--- src/rtl/fifo_wr_arbiter_if.sv ---
// Requester handshakes and fifo write port shared by the arbiter and its environment.
interface fifo_wr_arbiter_if #(
  parameter int DATA_WIDTH = 8
);
  logic                  req0_valid;
  logic [DATA_WIDTH-1:0] req0_data;
  logic                  req0_ready;
  logic                  req1_valid;
  logic [DATA_WIDTH-1:0] req1_data;
  logic                  req1_ready;
  logic                  fifo_full;
  logic                  fifo_write_en;
  logic [DATA_WIDTH-1:0] fifo_data_in;

  modport master (
    input  req0_valid, req0_data, req1_valid, req1_data, fifo_full,
    output req0_ready, req1_ready, fifo_write_en, fifo_data_in
  );

  modport slave (
    output req0_valid, req0_data, req1_valid, req1_data, fifo_full,
    input  req0_ready, req1_ready, fifo_write_en, fifo_data_in
  );
endinterface

--- src/rtl/fifo_wr_arbiter.sv ---
// Round-robin arbiter sharing one fifo write port between two byte producers,
// issuing isolated single-cycle write_en pulses (IDLE -> WRITE -> GAP).
module fifo_wr_arbiter #(
  parameter int DATA_WIDTH  = 8,
  parameter int COUNT_WIDTH = 16
) (
  input  logic                   clock,
  input  logic                   reset,
  fifo_wr_arbiter_if.master      bus,
  output logic                   busy,
  output logic                   last_grant,
  output logic [COUNT_WIDTH-1:0] count0,
  output logic [COUNT_WIDTH-1:0] count1
);

  typedef enum logic [1:0] {IDLE, WRITE, GAP} state_t;

  state_t state;
  state_t state_nxt;
  logic   grant_vld;
  logic   grant_idx;

  // Arbitration: only in IDLE with room in the fifo; readys are held low during reset.
  always_comb begin
    grant_vld = 1'b0;
    grant_idx = 1'b0;
    if (state == IDLE && !bus.fifo_full && reset) begin
      if (bus.req0_valid && bus.req1_valid) begin
        grant_vld = 1'b1;
        grant_idx = ~last_grant;
      end else if (bus.req0_valid) begin
        grant_vld = 1'b1;
        grant_idx = 1'b0;
      end else if (bus.req1_valid) begin
        grant_vld = 1'b1;
        grant_idx = 1'b1;
      end
    end
  end

  always_ff @(posedge clock or negedge reset) begin
    if (!reset) state <= IDLE;
    else        state <= state_nxt;
  end

  always_comb begin
    state_nxt = state;
    case (state)
      IDLE:    if (grant_vld) state_nxt = WRITE;
      WRITE:   state_nxt = GAP;
      GAP:     state_nxt = IDLE;
      default: state_nxt = IDLE;
    endcase
  end

  always_comb begin
    bus.req0_ready = grant_vld && !grant_idx;
    bus.req1_ready = grant_vld && grant_idx;
    busy           = (state != IDLE);
  end

  // A grant always carries a valid, so a grant is a transfer.
  always_ff @(posedge clock or negedge reset) begin
    if (!reset) begin
      bus.fifo_write_en <= 1'b0;
      bus.fifo_data_in  <= '0;
      last_grant        <= 1'b1;
      count0            <= '0;
      count1            <= '0;
    end else begin
      bus.fifo_write_en <= grant_vld;
      if (grant_vld) begin
        last_grant <= grant_idx;
        if (grant_idx) begin
          bus.fifo_data_in <= bus.req1_data;
          count1           <= count1 + COUNT_WIDTH'(1);
        end else begin
          bus.fifo_data_in <= bus.req0_data;
          count0           <= count0 + COUNT_WIDTH'(1);
        end
      end
    end
  end

endmodule

--- src/flat_wrapper.sv ---
// flat-port wrapper written by rule: the top's interface ports become plain ports
module fifo_wr_arbiter_flat 
#(
  parameter int DATA_WIDTH  = 8,
  parameter int COUNT_WIDTH = 16
)
  (clock, reset, busy, last_grant, count0, count1, bus_req0_valid, bus_req0_data, bus_req1_valid, bus_req1_data, bus_fifo_full, bus_req0_ready, bus_req1_ready, bus_fifo_write_en, bus_fifo_data_in);
  fifo_wr_arbiter_if #(.DATA_WIDTH(DATA_WIDTH)) bus_i ();
  input  logic clock;
  input  logic reset;
  output logic busy;
  output logic last_grant;
  output logic [COUNT_WIDTH-1:0] count0;
  output logic [COUNT_WIDTH-1:0] count1;
  input wire logic [$bits(bus_i.req0_valid)-1:0] bus_req0_valid;
  input wire logic [$bits(bus_i.req0_data)-1:0] bus_req0_data;
  input wire logic [$bits(bus_i.req1_valid)-1:0] bus_req1_valid;
  input wire logic [$bits(bus_i.req1_data)-1:0] bus_req1_data;
  input wire logic [$bits(bus_i.fifo_full)-1:0] bus_fifo_full;
  output wire logic [$bits(bus_i.req0_ready)-1:0] bus_req0_ready;
  output wire logic [$bits(bus_i.req1_ready)-1:0] bus_req1_ready;
  output wire logic [$bits(bus_i.fifo_write_en)-1:0] bus_fifo_write_en;
  output wire logic [$bits(bus_i.fifo_data_in)-1:0] bus_fifo_data_in;
  assign bus_i.req0_valid = bus_req0_valid;
  assign bus_i.req0_data = bus_req0_data;
  assign bus_i.req1_valid = bus_req1_valid;
  assign bus_i.req1_data = bus_req1_data;
  assign bus_i.fifo_full = bus_fifo_full;
  assign bus_req0_ready = bus_i.req0_ready;
  assign bus_req1_ready = bus_i.req1_ready;
  assign bus_fifo_write_en = bus_i.fifo_write_en;
  assign bus_fifo_data_in = bus_i.fifo_data_in;
  fifo_wr_arbiter #(.DATA_WIDTH(DATA_WIDTH), .COUNT_WIDTH(COUNT_WIDTH)) u_core (.clock(clock), .reset(reset), .bus(bus_i), .busy(busy), .last_grant(last_grant), .count0(count0), .count1(count1));
endmodule
--- config.mk ---
export PLATFORM = sky130hd
export DESIGN_NAME = fifo_wr_arbiter_flat
export DESIGN_NICKNAME = d
export VERILOG_FILES = /design/src/rtl/fifo_wr_arbiter_if.sv /design/src/rtl/fifo_wr_arbiter.sv /design/src/flat_wrapper.sv
export SDC_FILE = /design/constraint.sdc
export NUM_CORES = 1
export LEC_CHECK = 0
export ABC_AREA = 1
export CELL_PAD_IN_SITES_DETAIL_PLACEMENT = 0
export CELL_PAD_IN_SITES_GLOBAL_PLACEMENT = 2
export CORE_UTILIZATION = 26
export CTS_CLUSTER_SIZE = 8
export DETAILED_ROUTE_END_ITERATION = 16
export PLACE_DENSITY = 0.81
export SLEW_MARGIN = 25
export SYNTH_ARGS = -nofsm -noshare
export SYNTH_HDL_FRONTEND = slang
export SYNTH_SLANG_ARGS = --single-unit
--- constraint.sdc ---
create_clock -name clock -period 2.1 [get_ports clock]
set_clock_uncertainty 0.15 [all_clocks]
set_input_delay 0.525 -clock clock [delete_from_list [all_inputs] [get_ports clock]]
set_output_delay 0.525 -clock clock [all_outputs]
set_load 0.03 [all_outputs]
* Word level (Yosys, flattened, before mapping)
Cells that the tools add are included.
Cells by class: add/subtract/negate cells 2, bitwise gates (word level) 2, equality and inequality tests 2, multiplexer cells 10, reductions and logical operators 11
Operators by type and width (count):
- 16-bit by 1-bit adder with 16-bit output, second input constant | 2
- 8-bit two-way mux | 1
- 1-bit two-way mux | 7
- 1-bit logical AND | 5
- 2-bit case mux with 2 select lines | 1
- 2-bit AND reduction | 2
- 2-bit by 1-bit equality test with 1-bit output, second input constant | 1
- 1-bit logical NOT | 2
- 2-bit logical NOT | 1
- 2-bit two-way mux | 1
- 2-bit by 1-bit != test with 1-bit output, second input constant | 1
- 1-bit NOT | 2
- 2-bit nonzero test | 1
Word-level totals: flip-flop bits (word level) 44, input bits 21

* Depth between registers and ports, before layout
word-level depth 6, gate-level depth with buffers 9, depth with buffers taken out 8

* Least setup slack after synthesis
No wires, ideal clock.
path kind reg-to-output, start reg u_core.last_grant, end out bus_req1_ready, data arrival time 1181 ps, buffers on the path 1, path slack 244 ps, required time 1425 ps, stages on the path, launching flop included 7, path through dfstp_2 nand2_1 nand2_1 inv_1 nand2_2 inv_2 buf_6
On the way: word-level cells in the longest chain between the ends 4
Ends and longest elaborated chain:
- start, declared | RTL line fifo_wr_arbiter.sv:11 | output logic last_grant,
- start signal, assigned | RTL line fifo_wr_arbiter.sv:73 | last_grant <= grant_idx;
- 1-bit NOT | RTL line fifo_wr_arbiter.sv:30 | grant_idx = ~last_grant;
- 1-bit two-way mux | RTL line fifo_wr_arbiter.sv:28 | if (bus.req0_valid && bus.req1_valid) begin
- 1-bit two-way mux | RTL line fifo_wr_arbiter.sv:27 | if (state == IDLE && !bus.fifo_full && reset) begin
- 1-bit logical AND | RTL line fifo_wr_arbiter.sv:58 | bus.req1_ready = grant_vld && grant_idx;
- end, declared | RTL line flat_wrapper.sv:21 | output wire logic [$bits(bus_i.req1_ready)-1:0] bus_req1_ready;
Every way passes these cells.

* Worst setup path in the final report
start reg u_core.count1[8], end out count1[8]
RTL lines:
- start, declared | RTL line fifo_wr_arbiter.sv:13 | output logic [COUNT_WIDTH-1:0] count1
- start signal, assigned | RTL line fifo_wr_arbiter.sv:76 | count1 <= count1 + COUNT_WIDTH'(1);
- end, declared | RTL line flat_wrapper.sv:14 | output logic [COUNT_WIDTH-1:0] count1;
No word-level cell between the ends.

==> key figures <==
Status
  – Run status: finished with violations
  – Failing checks: DRC

Synthesis
  – Post-synthesis sequential area ratio: between 40% and 50%
  – Cell Area, Synth: 2400 µm²
  – Synthesis-stage register bit count: 44
  – Synth warnings: 0
  – Syn_nets: ~340
  – Syn Inst Count: 319
  – Post-synthesis cell type count: 26
  – Post-Syn Area per Cell: between 7 and 8 µm²

Layout
  – Final instance area: 3330 µm²
  – Filler instances: about 940
  – Commonest non-fill, non-tap cell in the layout: nand2_1
  – Most frequent cells in the layout: 138 x nand2_1, 43 x dfrtp_1, 35 x clkdlybuf4s50_1
  – Register area: 1100 µm²
  – Area occupied by multi-input gates: around 1100 µm²
  – Syn-to-layout area delta: 39.1%
  – Share of layout cells above drive strength 1: around an eighth
  – Diodes inserted: 0
  – Cell Count, Final, Fillers Out: 510
  – Nets: between 400 and 500
  – Final core occ: a little under two fifths

Detailed routing
  – Drt drc: 6
  – Drt total wl: roughly 6.6 mm
  – Detailed Route Iter0 Violations: roughly 190
  – Drt pass-1 iters: 14
  – Post-detailed-route count of antenna-violating nets: 0
  – Via/cell ratio: about 4.4
  – Per-cell routed wire length: 12.9 µm
  – Vias: ~2200

Worst setup path
  – Reg-to-reg setup timing slack: 460 ps
  – Crit path from: u_core.count1[8]
  – WP data arrival: 1360 ps
  – Critical Path Source Type: register
  – Crit path max fanout: 2
  – CP max-delay cell: clkdlybuf4s50_1
  – RR Endpoint: u_core.count0[14]
  – WS Path Type: reg -> out
  – Worst r2r src: u_core.count0[0]
  – Slowest Stage Delay on Critical Path: approximately 680 ps
  – Crit-path cells: clkdlybuf4s50_1
  – Critical path buffer and inverter count: 1
  – Endpoint type of the worst setup path: primary output
  – WP data required: about 1400 ps
  – R2R depth: 9
  – Family with the most delay on the worst path: buffers and inverters

Placement
  – Port Buffer Count: 65
  – Pre-CTS setup slack: -113 ps
  – GP Congestion: about 0.75
  – Dpl cells: ~500
  – HPWL Detailed: between 4 and 5 mm
  – DP Area: around 3200 µm²

Run
  – Max-cap viol count: 0

CTS
  – CTS tree: yes
  – CTS Buffer Depth: 2
  – Hold_buf cts: 0
  – Worst-Skew Late Latency: roughly 290 ps
  – Total CTS buffers: 5
  – Root Buffer: clkbuf_8
  – Max H-tree Level: 2
  – Clock sink count: 44
  – Clock-pin slew on the worst setup and hold paths: about 80 ps

Floorplanning
  – Starting Density: 27.2%
  – Die height: 98.0 µm
  – Row count: 34
  – DIE AREA: approximately 9600 µm²
  – Ports: between 60 and 70
  – Core Box Area: roughly 8800 µm²
  – Die Span X: between 90 and 100 µm

Power and ir drop
  – Total power draw: roughly 2.6 mW
  – Combinational group share of total power: ~37%
  – PwrDens: approximately 800 nW/µm²
  – Clock power share: 19.6%
  – Leak Pwr: between 1.5 and 2 nW
  – Sequential power share: around 43%
  – Cell Int Power: around 1.6 mW
  – Peak VDD IR: between 0.5 and 0.6 mV
  – Switching pwr: approximately 1.0 mW
  – Switching fraction of total power: between 30% and 40%

STA
  – Endpoints failing setup: 0
  – Final period util: 96.7%
  – Post-layout min period: between 2000 and 2500 ps
  – Setup ws final: 69.7 ps
  – Hold Vio Cnt, Final: 0
  – Highest achievable clock rate: 493 MHz
  – RSZ-0062 raised after global routing: false
  – Max-slew headroom: about three fifths
  – Worst Max-Slew Pin Slew: around 600 ps
  – Pins over their slew limit: 0

GRT
  – Number of global-route vias before repair: ~2200
  – Largest net degree at the start of global routing: 45
  – GRT Total Usage: 14.7%
  – Initial antenna violation count: 0
  – Grt ovf: 0
  – First-pass GRT wire length: between 10 and 15 mm

Min path
  – HP Class: in -> async
[cells by family after synthesis]
| group | after synthesis | synth area share, % |
|---|---|---|
| adders and majority gates | 2 | 1.04 |
| DFF | 44 | 46.0 |
| and+or+nand+nor | 215 | 39.8 |
| buffers and inverters | 37 | 6.84 |
| AOI/OAI and AO/OA | 9 | 1.88 |
| xor gates and xnor gates | 12 | 4.39 |
[cell usage after synthesis (all sizes together)]
cell	number	area share [%]
buf	6	2.0
dfrtp	43	45
dfstp	1	1.1
ha	2	1.0
inv	31	4.9
nand2	142	23
nand3	27	6.4
nand3b	4	1.3
nand4	10	2.6
nor2	29	6.2
nor3	2	0.42
o21ai	9	1.9
or2	1	0.26
xnor2	7	2.6
xor2	5	1.8
[per-stage QoR]
step	hold WS (ps)	TNS [ps]
5_1_grt	302	0
4_1_cts	278	-93.3
2_1_floorplan	79.4	0
3_3_place_gp	281	-212
3_5_place_dp	288	-233
6_report	248	0
[what timing repair did]
action | in CTS | in global routing
resized for setup | 28 | 5
pin swaps | 2 | 0
endpoints found under the setup margin | 22 | 6
buffers inserted | 1 | 0
[sequential cells by signal, summed over array words and instances, names as in the netlist]
name and flops:
u_core.count1 16, u_core.count0 16, u_core.bus.fifo_data_in 8, u_core.state 2, u_core.bus.fifo_write_en 1, u_core.last_grant 1
[layout make-up]
class,count,area share [%]
clock inverters,1,0.150
inverters,31,3.49
flip-flops and latches,44,33.1
well taps,108,4.05
multi-input cells,238,34.3
repair buffers,82,22.7
clock buffers,6,2.18
[worst max path at each step]
stage,end,slack (ps),cells after the start
final,count1[8],70,1
after global routing,count1[8],0.8,1
after CTS,bus_req0_ready,-90,5
after detailed placement,bus_req0_ready,-110,5
after global placement,bus_req1_ready,-100,7
after floorplan,bus_req1_ready,240,6
[power by group through the flow]
stage	registers (mW)	logic [mW]	clock network (mW)
after floorplan	1.43	0.285	0
after global placement	1.16	1.04	0
after detailed placement	1.16	1.04	0
after CTS	1.15	0.999	0.546
after global routing	1.18	1.06	0.578
final	1.14	0.984	0.517
[routing by layer]
layer	part of all wire [%]	wire [µm]	up-vias	track usage (%)
met5	0	0	-	0
met4	1.1	72	0	4.08
met3	5.0	327	4	2.93
met2	45	2980	55	23.2
met1	48	3180	1022	20.5
li1	-	-	1152	-
(Power assumes the default switching activity.)
